==> src/rtl/cpu_pkg.sv <==
// ============================================================================
// Module  : cpu_pkg
// Brief   : Shared opcodes, FSM states and instruction field positions for
//           the multicycle CPU.
// Revision: 1.0 - initial release
// ============================================================================
`default_nettype none

package cpu_pkg;

    localparam int INSTR_W = 24;
    localparam int OP_HI   = 23;
    localparam int OP_LO   = 20;
    localparam int WA_HI   = 19;
    localparam int WA_LO   = 16;
    localparam int RA1_HI  = 15;
    localparam int RA1_LO  = 12;
    localparam int RA2_HI  = 11;
    localparam int RA2_LO  = 8;
    localparam int IMM_HI  = 7;
    localparam int IMM_LO  = 0;

    typedef enum logic [3:0] {
        OP_ADD  = 4'h0,
        OP_SUB  = 4'h1,
        OP_AND  = 4'h2,
        OP_OR   = 4'h3,
        OP_ADDI = 4'h4,
        OP_SUBI = 4'h5,
        OP_ANDI = 4'h6,
        OP_ORI  = 4'h7,
        OP_BEQ  = 4'h8,
        OP_BNE  = 4'h9,
        OP_MUL  = 4'hA,
        OP_HALT = 4'hF
    } opcode_e;

    typedef enum logic [2:0] {
        S_IDLE      = 3'd0,
        S_FETCH     = 3'd1,
        S_DECODE    = 3'd2,
        S_EXECUTE   = 3'd3,
        S_MUL2      = 3'd4,
        S_WRITEBACK = 3'd5,
        S_HALT      = 3'd6
    } state_e;

    function automatic logic is_imm_op(input opcode_e op);
        return op inside {OP_ADDI, OP_SUBI, OP_ANDI, OP_ORI};
    endfunction

endpackage

`default_nettype wire

==> src/rtl/cpu_multicycle_if.sv <==
// ============================================================================
// Module  : cpu_multicycle_if
// Brief   : Program-load, run-control and result bus of the multicycle CPU.
// Revision: 1.0 - initial release
// ============================================================================
`default_nettype none

interface cpu_multicycle_if
    import cpu_pkg::*;
#(
    parameter int DATA_W = 8,
    parameter int PC_W   = 6
);
    logic               imem_we;
    logic [PC_W-1:0]    imem_waddr;
    logic [INSTR_W-1:0] imem_wdata;
    logic               start;
    logic               busy;
    logic               halted;
    logic [DATA_W-1:0]  ALUResult;
    logic               Zero;
    logic [DATA_W-1:0]  cpu_out;

    modport master (
        output imem_we, imem_waddr, imem_wdata, start,
        input  busy, halted, ALUResult, Zero, cpu_out
    );

    modport slave (
        input  imem_we, imem_waddr, imem_wdata, start,
        output busy, halted, ALUResult, Zero, cpu_out
    );
endinterface

`default_nettype wire

==> src/rtl/cpu_regfile.sv <==
// ============================================================================
// Module  : cpu_regfile
// Brief   : NUM_REGS x DATA_W register file, two async reads, one sync write,
//           R0 hard-wired to zero, out-of-range indices read 0 / drop writes.
// Revision: 1.0 - initial release
// ============================================================================
`default_nettype none

module cpu_regfile #(
    parameter int DATA_W   = 8,
    parameter int NUM_REGS = 16
) (
    input  wire               clk,
    input  wire               rst,
    input  wire               i_we,
    input  wire  [3:0]        i_waddr,
    input  wire  [DATA_W-1:0] i_wdata,
    input  wire  [3:0]        i_raddr1,
    input  wire  [3:0]        i_raddr2,
    output logic [DATA_W-1:0] o_rdata1,
    output logic [DATA_W-1:0] o_rdata2
);
    localparam int         AW      = (NUM_REGS > 1) ? $clog2(NUM_REGS) : 1;
    localparam logic [4:0] c_NREGS = 5'(NUM_REGS);

    logic [DATA_W-1:0] r_regs [NUM_REGS];
    logic              w_wok;
    logic              w_rok1;
    logic              w_rok2;

    assign w_wok  = (i_waddr  != 4'd0) && ({1'b0, i_waddr}  < c_NREGS);
    assign w_rok1 = (i_raddr1 != 4'd0) && ({1'b0, i_raddr1} < c_NREGS);
    assign w_rok2 = (i_raddr2 != 4'd0) && ({1'b0, i_raddr2} < c_NREGS);

    always_ff @(posedge clk or posedge rst) begin
        if (rst) begin
            for (int i = 0; i < NUM_REGS; i++) begin
                r_regs[i] <= '0;
            end
        end else if (i_we && w_wok) begin
            r_regs[i_waddr[AW-1:0]] <= i_wdata;
        end
    end

    always_comb begin
        o_rdata1 = '0;
        o_rdata2 = '0;
        if (w_rok1) o_rdata1 = r_regs[i_raddr1[AW-1:0]];
        if (w_rok2) o_rdata2 = r_regs[i_raddr2[AW-1:0]];
    end
endmodule

`default_nettype wire

==> src/rtl/cpu_multicycle.sv <==
// ============================================================================
// Module  : cpu_multicycle
// Brief   : Parametrised FETCH/DECODE/EXECUTE/WRITEBACK CPU with program-load
//           port and start/halt handshake. Optional MUL opcode: CPU_MULT_EN.
// Revision: 1.0 - initial release
// ============================================================================
`default_nettype none

module cpu_multicycle
    import cpu_pkg::*;
#(
    parameter int DATA_W     = 8,
    parameter int NUM_REGS   = 16,
    parameter int IMEM_DEPTH = 64,
    parameter int OUT_REG    = 15
) (
    input  wire             CLK,
    input  wire             reset,
    cpu_multicycle_if.slave io_bus
);
    localparam int PC_W = $clog2(IMEM_DEPTH);

    state_e             r_state;
    state_e             w_next;
    logic [PC_W-1:0]    r_pc;
    logic [INSTR_W-1:0] r_ir;
    logic [INSTR_W-1:0] r_imem [IMEM_DEPTH];
    logic [DATA_W-1:0]  r_a;
    logic [DATA_W-1:0]  r_b;
    logic [DATA_W-1:0]  r_alu;
    logic               r_zero;
    logic               r_taken;
    logic [DATA_W-1:0]  r_cpu_out;

    opcode_e            w_op;
    logic [3:0]         w_wa;
    logic [7:0]         w_imm;
    logic [DATA_W-1:0]  w_imm_ext;
    logic [DATA_W-1:0]  w_rd1;
    logic [DATA_W-1:0]  w_rd2;
    logic [DATA_W-1:0]  w_alu;
    logic               w_is_alu;
    logic               w_rf_we;
    logic               w_out_we;
    logic               w_load_ok;

    assign w_op      = opcode_e'(r_ir[OP_HI:OP_LO]);
    assign w_wa      = r_ir[WA_HI:WA_LO];
    assign w_imm     = r_ir[IMM_HI:IMM_LO];
    assign w_imm_ext = DATA_W'(w_imm);
    assign w_load_ok = (r_state == S_IDLE) || (r_state == S_HALT);

`ifdef CPU_MULT_EN
    logic [DATA_W-1:0] r_prod;
    logic [DATA_W-1:0] w_prod;
    assign w_prod   = r_a * r_b;
    assign w_is_alu = (w_op inside {[OP_ADD:OP_ORI]}) || (w_op == OP_MUL);
`else
    assign w_is_alu = w_op inside {[OP_ADD:OP_ORI]};
`endif

    assign w_rf_we  = (r_state == S_WRITEBACK) && w_is_alu;
    assign w_out_we = w_rf_we && (w_wa == 4'(OUT_REG)) && (OUT_REG != 0) && (OUT_REG < NUM_REGS);

    cpu_regfile #(
        .DATA_W   (DATA_W),
        .NUM_REGS (NUM_REGS)
    ) u_regfile (
        .clk      (CLK),
        .rst      (reset),
        .i_we     (w_rf_we),
        .i_waddr  (w_wa),
        .i_wdata  (r_alu),
        .i_raddr1 (r_ir[RA1_HI:RA1_LO]),
        .i_raddr2 (r_ir[RA2_HI:RA2_LO]),
        .o_rdata1 (w_rd1),
        .o_rdata2 (w_rd2)
    );

    // Program memory is deliberately left out of reset so a loaded program survives it
    always_ff @(posedge CLK) begin
        if (io_bus.imem_we && w_load_ok) begin
            r_imem[io_bus.imem_waddr] <= io_bus.imem_wdata;
        end
    end

    always_comb begin
        w_alu = r_a + r_b;
        case (w_op)
            OP_SUB, OP_SUBI: w_alu = r_a - r_b;
            OP_AND, OP_ANDI: w_alu = r_a & r_b;
            OP_OR,  OP_ORI:  w_alu = r_a | r_b;
            default:         w_alu = r_a + r_b;
        endcase
    end

    always_ff @(posedge CLK or posedge reset) begin
        if (reset) r_state <= S_IDLE;
        else       r_state <= w_next;
    end

    always_comb begin
        w_next = r_state;
        case (r_state)
            S_IDLE, S_HALT: if (io_bus.start) w_next = S_FETCH;
            S_FETCH:        w_next = S_DECODE;
            S_DECODE:       w_next = (w_op == OP_HALT) ? S_HALT : S_EXECUTE;
            S_EXECUTE: begin
                w_next = S_WRITEBACK;
`ifdef CPU_MULT_EN
                if (w_op == OP_MUL) w_next = S_MUL2;
`endif
            end
            S_MUL2:         w_next = S_WRITEBACK;
            S_WRITEBACK:    w_next = S_FETCH;
            default:        w_next = S_IDLE;
        endcase
    end

    always_ff @(posedge CLK or posedge reset) begin
        if (reset) begin
            r_pc      <= '0;
            r_ir      <= '0;
            r_a       <= '0;
            r_b       <= '0;
            r_alu     <= '0;
            r_zero    <= 1'b1;
            r_taken   <= 1'b0;
            r_cpu_out <= '0;
`ifdef CPU_MULT_EN
            r_prod    <= '0;
`endif
        end else begin
            case (r_state)
                S_IDLE, S_HALT: if (io_bus.start) r_pc <= '0;
                S_FETCH:        r_ir <= r_imem[r_pc];
                S_DECODE: begin
                    r_a <= w_rd1;
                    r_b <= is_imm_op(w_op) ? w_imm_ext : w_rd2;
                end
                S_EXECUTE: begin
                    // Branches only compare; ALUResult/Zero keep the last ALU value
                    r_taken <= ((w_op == OP_BEQ) && (r_a == r_b)) ||
                               ((w_op == OP_BNE) && (r_a != r_b));
                    if (w_is_alu && (w_op != OP_MUL)) begin
                        r_alu  <= w_alu;
                        r_zero <= (w_alu == '0);
                    end
`ifdef CPU_MULT_EN
                    if (w_op == OP_MUL) r_prod <= w_prod;
`endif
                end
                S_MUL2: begin
`ifdef CPU_MULT_EN
                    r_alu  <= r_prod;
                    r_zero <= (r_prod == '0);
`endif
                end
                S_WRITEBACK: begin
                    r_pc <= r_taken ? PC_W'(w_imm) : r_pc + 1'b1;
                    if (w_out_we) r_cpu_out <= r_alu;
                end
                default: ;
            endcase
        end
    end

    assign io_bus.busy      = r_state inside {S_FETCH, S_DECODE, S_EXECUTE, S_MUL2, S_WRITEBACK};
    assign io_bus.halted    = (r_state == S_HALT);
    assign io_bus.ALUResult = r_alu;
    assign io_bus.Zero      = r_zero;
    assign io_bus.cpu_out   = r_cpu_out;
endmodule

`default_nettype wire

==> src/flat_wrapper.sv <==
// flat-port wrapper written by rule: the top's interface ports become plain ports
module cpu_multicycle_flat import cpu_pkg::*;
#(
    parameter int DATA_W     = 8,
    parameter int NUM_REGS   = 16,
    parameter int IMEM_DEPTH = 64,
    parameter int OUT_REG    = 15
)
  (CLK, reset, io_bus_imem_we, io_bus_imem_waddr, io_bus_imem_wdata, io_bus_start, io_bus_busy, io_bus_halted, io_bus_ALUResult, io_bus_Zero, io_bus_cpu_out);
  cpu_multicycle_if #(.DATA_W(DATA_W), .PC_W((6))) io_bus_i ();
  input  wire CLK;
  input  wire reset;
  input wire logic [$bits(io_bus_i.imem_we)-1:0] io_bus_imem_we;
  input wire logic [$bits(io_bus_i.imem_waddr)-1:0] io_bus_imem_waddr;
  input wire logic [$bits(io_bus_i.imem_wdata)-1:0] io_bus_imem_wdata;
  input wire logic [$bits(io_bus_i.start)-1:0] io_bus_start;
  output wire logic [$bits(io_bus_i.busy)-1:0] io_bus_busy;
  output wire logic [$bits(io_bus_i.halted)-1:0] io_bus_halted;
  output wire logic [$bits(io_bus_i.ALUResult)-1:0] io_bus_ALUResult;
  output wire logic [$bits(io_bus_i.Zero)-1:0] io_bus_Zero;
  output wire logic [$bits(io_bus_i.cpu_out)-1:0] io_bus_cpu_out;
  assign io_bus_i.imem_we = io_bus_imem_we;
  assign io_bus_i.imem_waddr = io_bus_imem_waddr;
  assign io_bus_i.imem_wdata = io_bus_imem_wdata;
  assign io_bus_i.start = io_bus_start;
  assign io_bus_busy = io_bus_i.busy;
  assign io_bus_halted = io_bus_i.halted;
  assign io_bus_ALUResult = io_bus_i.ALUResult;
  assign io_bus_Zero = io_bus_i.Zero;
  assign io_bus_cpu_out = io_bus_i.cpu_out;
  cpu_multicycle #(.DATA_W(DATA_W), .NUM_REGS(NUM_REGS), .IMEM_DEPTH(IMEM_DEPTH), .OUT_REG(OUT_REG)) u_core (.CLK(CLK), .reset(reset), .io_bus(io_bus_i));
endmodule
==> config.mk <==
export PLATFORM = sky130hd
export DESIGN_NAME = cpu_multicycle_flat
export DESIGN_NICKNAME = d
export VERILOG_FILES = /design/src/rtl/cpu_pkg.sv /design/src/rtl/cpu_multicycle_if.sv /design/src/rtl/cpu_regfile.sv /design/src/rtl/cpu_multicycle.sv /design/src/flat_wrapper.sv
export SDC_FILE = /design/constraint.sdc
export NUM_CORES = 2
export LEC_CHECK = 0
export CORE_UTILIZATION = 47
export CTS_CLUSTER_DIAMETER = 80
export CTS_CLUSTER_SIZE = 20
export DETAILED_ROUTE_END_ITERATION = 7
export PLACE_DENSITY_LB_ADDON = 0.3
export SLEW_MARGIN = 20
export SYNTH_ARGS = -nofsm -noshare
export SYNTH_HDL_FRONTEND = slang
export SYNTH_SLANG_ARGS = --single-unit
==> constraint.sdc <==
create_clock -name CLK -period 7.1 [get_ports CLK]
set_input_delay 0.71 -clock CLK [delete_from_list [all_inputs] [get_ports CLK]]
set_output_delay 0.71 -clock CLK [all_outputs]
set_load 0.1 [all_outputs]
==> metrics.md <==
| Metric | Value |
|---|---|
| Dpl ws | `3.18 ns` |
| Worst Path Required | `7.66 ns` |
| Fmax | `251 MHz` |
| Post-Syn Area | `69100 um^2` |
| Share of the synthesized area in the top cell type | `0.668` |
| Via density | `6.32` |
| Clk sink count | `1731` |
| CP Capture Type | `register` |
| Placed Area | `72200 um^2` |
| Cell taking the most area after synthesis | `edfxtp_1` |
| Final GP Congestion | `0.883` |
| Vias in the first global route | `33905` |
| Die X | `385 um` |
| Final WL | `173 mm` |
| Synthesis-stage register bit count | `1731` |
| First-pass DRT Iterations | `6` |
| DRT iter0 DRCs | `4217` |
| Cells after synthesis | `3338` |
| Reg area | `51000 um^2` |
| Worst-path fanout max | `83` |
| Gr busiest metal | `met2` |
| Worst Path Arrival | `4.53 ns` |
| Register-to-Register Path Depth | `6` |
| IO buf count | `52` |
| R2R Path Start | `u_core.r_pc[0]` |
| Syn_area_per_cell | `20.7 um^2` |
| Starting Density | `0.474` |
| Rows | `140` |
| Rel. slew slack | `0.260` |
| Initial antenna violation count | `10` |
| Synth Area in Simple Gates | `0.0182` |
| DP HPWL | `97.9 mm` |
| Seq/Total Area, Yosys | `0.738` |
| CP cell instances | `buf_12 -> mux4_2 -> a211oi_1 -> a221oi_1 -> a22oi_1 -> o21ai_0` |
| Most used DFF post-synth | `edfxtp_1` |
| Final hold viol count | `0` |
| Grt ovf | `0` |
| Hold_sp | `u_core.u_regfile.r_regs[127]` |
| Worst Skew | `0.0585 ns` |
| Layout area overhead | `9.04%` |
| Unrepaired setup endpoints after global routing | `false` |
| Core Area | `146000 um^2` |
| Total die area | `149000 um^2` |
| Maximum buffer depth of the clock tree | `3` |
| Hold Path Cell Cnt | `0` |
| Setup WS post-layout | `3.12 ns` |
| Post-DR wirelength/cell | `32.1 um` |
| Max stage delay on crit path | `1.07 ns` |
| Ports | `53` |
| CTS tree | `built` |
| Syn Nets | `3398` |
| GR Util met2 | `0.366` |
| Worst-path clk slew | `0.08 ns` |
| Crit path launch type | `register` |
| Largest family of logic cells by synthesized area | `multiplexers` |
| Postcts setup bufs | `0` |
| Post-synth ARST share | `0.113` |
| CTS root buf | `clkbuf_16` |
| Hold Path End | `u_core.u_regfile.r_regs[127]` |
| Synth Area in Adders | `0.00493` |
| H-tree Lvls | `3` |
| Post-cts resize count | `0` |
| Met1 Usage GRT | `0.331` |
| HP Class | `reg2reg` |
| Area contributors post-synth | `edfxtp_1 (67%), mux4_2 (15%), dfrtp_1 (7.0%)` |
| Finish-stage setup viols | `0` |
| Grt met3 use | `0.0558` |
| Routed Antenna Nets | `0` |
| Slew Viols, Final | `0` |
| Status | `complete, no violations` |
| Largest net degree at the start of global routing | `112` |
| Final min period | `3.98 ns` |
| CTS Hold Buffers Added | `0` |
| EDFF count, synth | `1536` |
| Period Utilization, post-route | `0.560` |
| R2r setup slk | `3.12 ns` |
| Nets | `3456` |
| VDD IR max | `0.206 mV` |
| Leak | `23.6 nW` |
| Routed vias | `34086` |
| Global-route wire length before repair | `248 mm` |
| # fillers | `11324` |
| Post-synth cell types | `61` |
| Setup TNS | `0 ns` |
| Multi-input logic area | `17400 um^2` |
| Pwr per Cell Area | `314 nW/um^2` |
| Layout cells sized above 1 | `0.262` |
| Most frequent cells in the layout | `edfxtp_1 (1536), mux4_2 (453), dfrtp_1 (186)` |
| Reg-to-reg endpoint | `u_core.r_ir[0]` |
| Post-synthesis xor/xnor area fraction | `0.000761` |
| Die Y | `385 um` |
| Final instance area | `75300 um^2` |
| Synthesis Warnings | `0` |
| Worst skew pair latency | `0.76 ns` |
| Final Core Density | `0.517` |
| DRC viols | `0` |
| Slowest stage cell, crit path | `dfrtp_4` |
| Commonest non-fill, non-tap cell in the layout | `edfxtp_1` |
| Measured slew at the worst slew-check pin | `1.11 ns` |
| Total Power | `23.6 mW` |
| Crit Path Category | `reg2reg` |
| Mux share of post-synthesis cell area | `0.192` |
| Max cap viols | `0` |
| CTS Buf Count | `102` |
| Post-synthesis compound-gate area fraction | `0.0301` |
| Tot GR Track Use | `0.235` |
-- cell type report --
type                       instances  share of cell area
sequential                      1731               0.677
multi-input combinational       1373               0.230
clock buffer                     162              0.0379
tap                             1917              0.0318
timing repair buffer             154              0.0171
clock inverter                    21             0.00350
inverter                          34             0.00179
antenna                            3           0.0000997
-- cell families (layout without fill, tap and decap cells) --
logic type / count (synthesis) / after routing
buf+inv: 234 / 371
flops: 1731 / 1731
simple gates: 282 / 282
mux: 748 / 748
xor+xnor: 6 / 6
other cells: 0 / 3
compound gates: 311 / 311
fa+ha+maj: 26 / 26
-- routing by layer --
| metal | up-vias | wire length, um |
|---|---|---|
| met2 | 1563 | 81900 |
| met5 | - | 50 |
| met1 | 18340 | 69200 |
| li1 | 13895 | - |
| met3 | 280 | 16000 |
| met4 | 8 | 5840 |
-- through the flow --
stage | std cells | hold WS, ns
6_report | 5395 | 0.401
5_1_grt | 5393 | 0.414
4_1_cts | 5391 | 0.402
3_5_place_dp | 5208 | 0.384
3_3_place_gp | 5207 | 0.378
2_1_floorplan | 3338 | 0.441
-- Yosys cell counts, types with 3 or more instances --
library cell / instances
mux4_2: 453
a221oi_1: 25
xnor2_1: 4
or4_1: 3
a2111oi_2: 3
ha_1: 24
buf_2: 46
nand3_1: 8
nand2_1: 99
a21oi_1: 56
o21bai_1: 3
clkbuf_1: 89
dfrtp_1: 194
edfxtp_1: 1536
a211oi_1: 36
nor2b_1: 22
buf_1: 34
mux2_2: 112
inv_1: 34
nand2b_1: 8
nand3b_1: 4
o221ai_1: 27
o21ai_1: 7
o21ai_0: 70
a22oi_1: 34
nor3_1: 12
o22ai_1: 31
and3_1: 3
mux2i_1: 183
buf_4: 27
nor2_1: 107
-- where the power goes --
| part | switching, mW | total [mW] | leakage [nW] | internal, mW |
|---|---|---|---|---|
| Clock | 3.32 | 6.18 | 1.50 | 2.86 |
| Combinational | 2.96 | 5.30 | 5.68 | 2.33 |
| Sequential | 0.705 | 12.2 | 16.4 | 11.5 |
| Total | 6.99 | 23.6 | 23.6 | 16.6 |
-- worst max-delay path: cells and delay by family, from the launching register on --
family,cells,cell delay [ns]
buffers and inverters,1,0.61
multiplexers,1,0.61
flip-flops,1,1.07
AO/OA/AOI/OAI,4,1.47
-- sequential cells by signal, summed over array words and instances, names as in the netlist --
register	cells
u_core.io_bus.ALUResult	8
u_core.io_bus.Zero	1
u_core.io_bus.cpu_out	8
u_core.r_a	8
u_core.r_b	8
u_core.r_imem	1536
u_core.r_ir	24
u_core.r_pc	6
u_core.r_state	3
u_core.r_taken	1
u_core.u_regfile.r_regs	128
-- worst max-delay path by stage --
stage,slack [ns],cells after the start,startpoint,endpoint
6_report,3.12,6,u_core.r_pc[0],u_core.r_ir[0]
5_1_grt,2.92,6,u_core.r_pc[0],u_core.r_ir[19]
4_1_cts,3.15,6,u_core.r_pc[0],u_core.r_ir[16]
3_5_place_dp,3.18,6,u_core.r_pc[0],u_core.r_ir[16]
3_3_place_gp,2.37,5,io_bus_imem_we,u_core.r_imem[6][19]
2_1_floorplan,1.08,1,reset,u_core.io_bus.ALUResult[0]
Note: power is estimated with default switching activity, not from simulation.
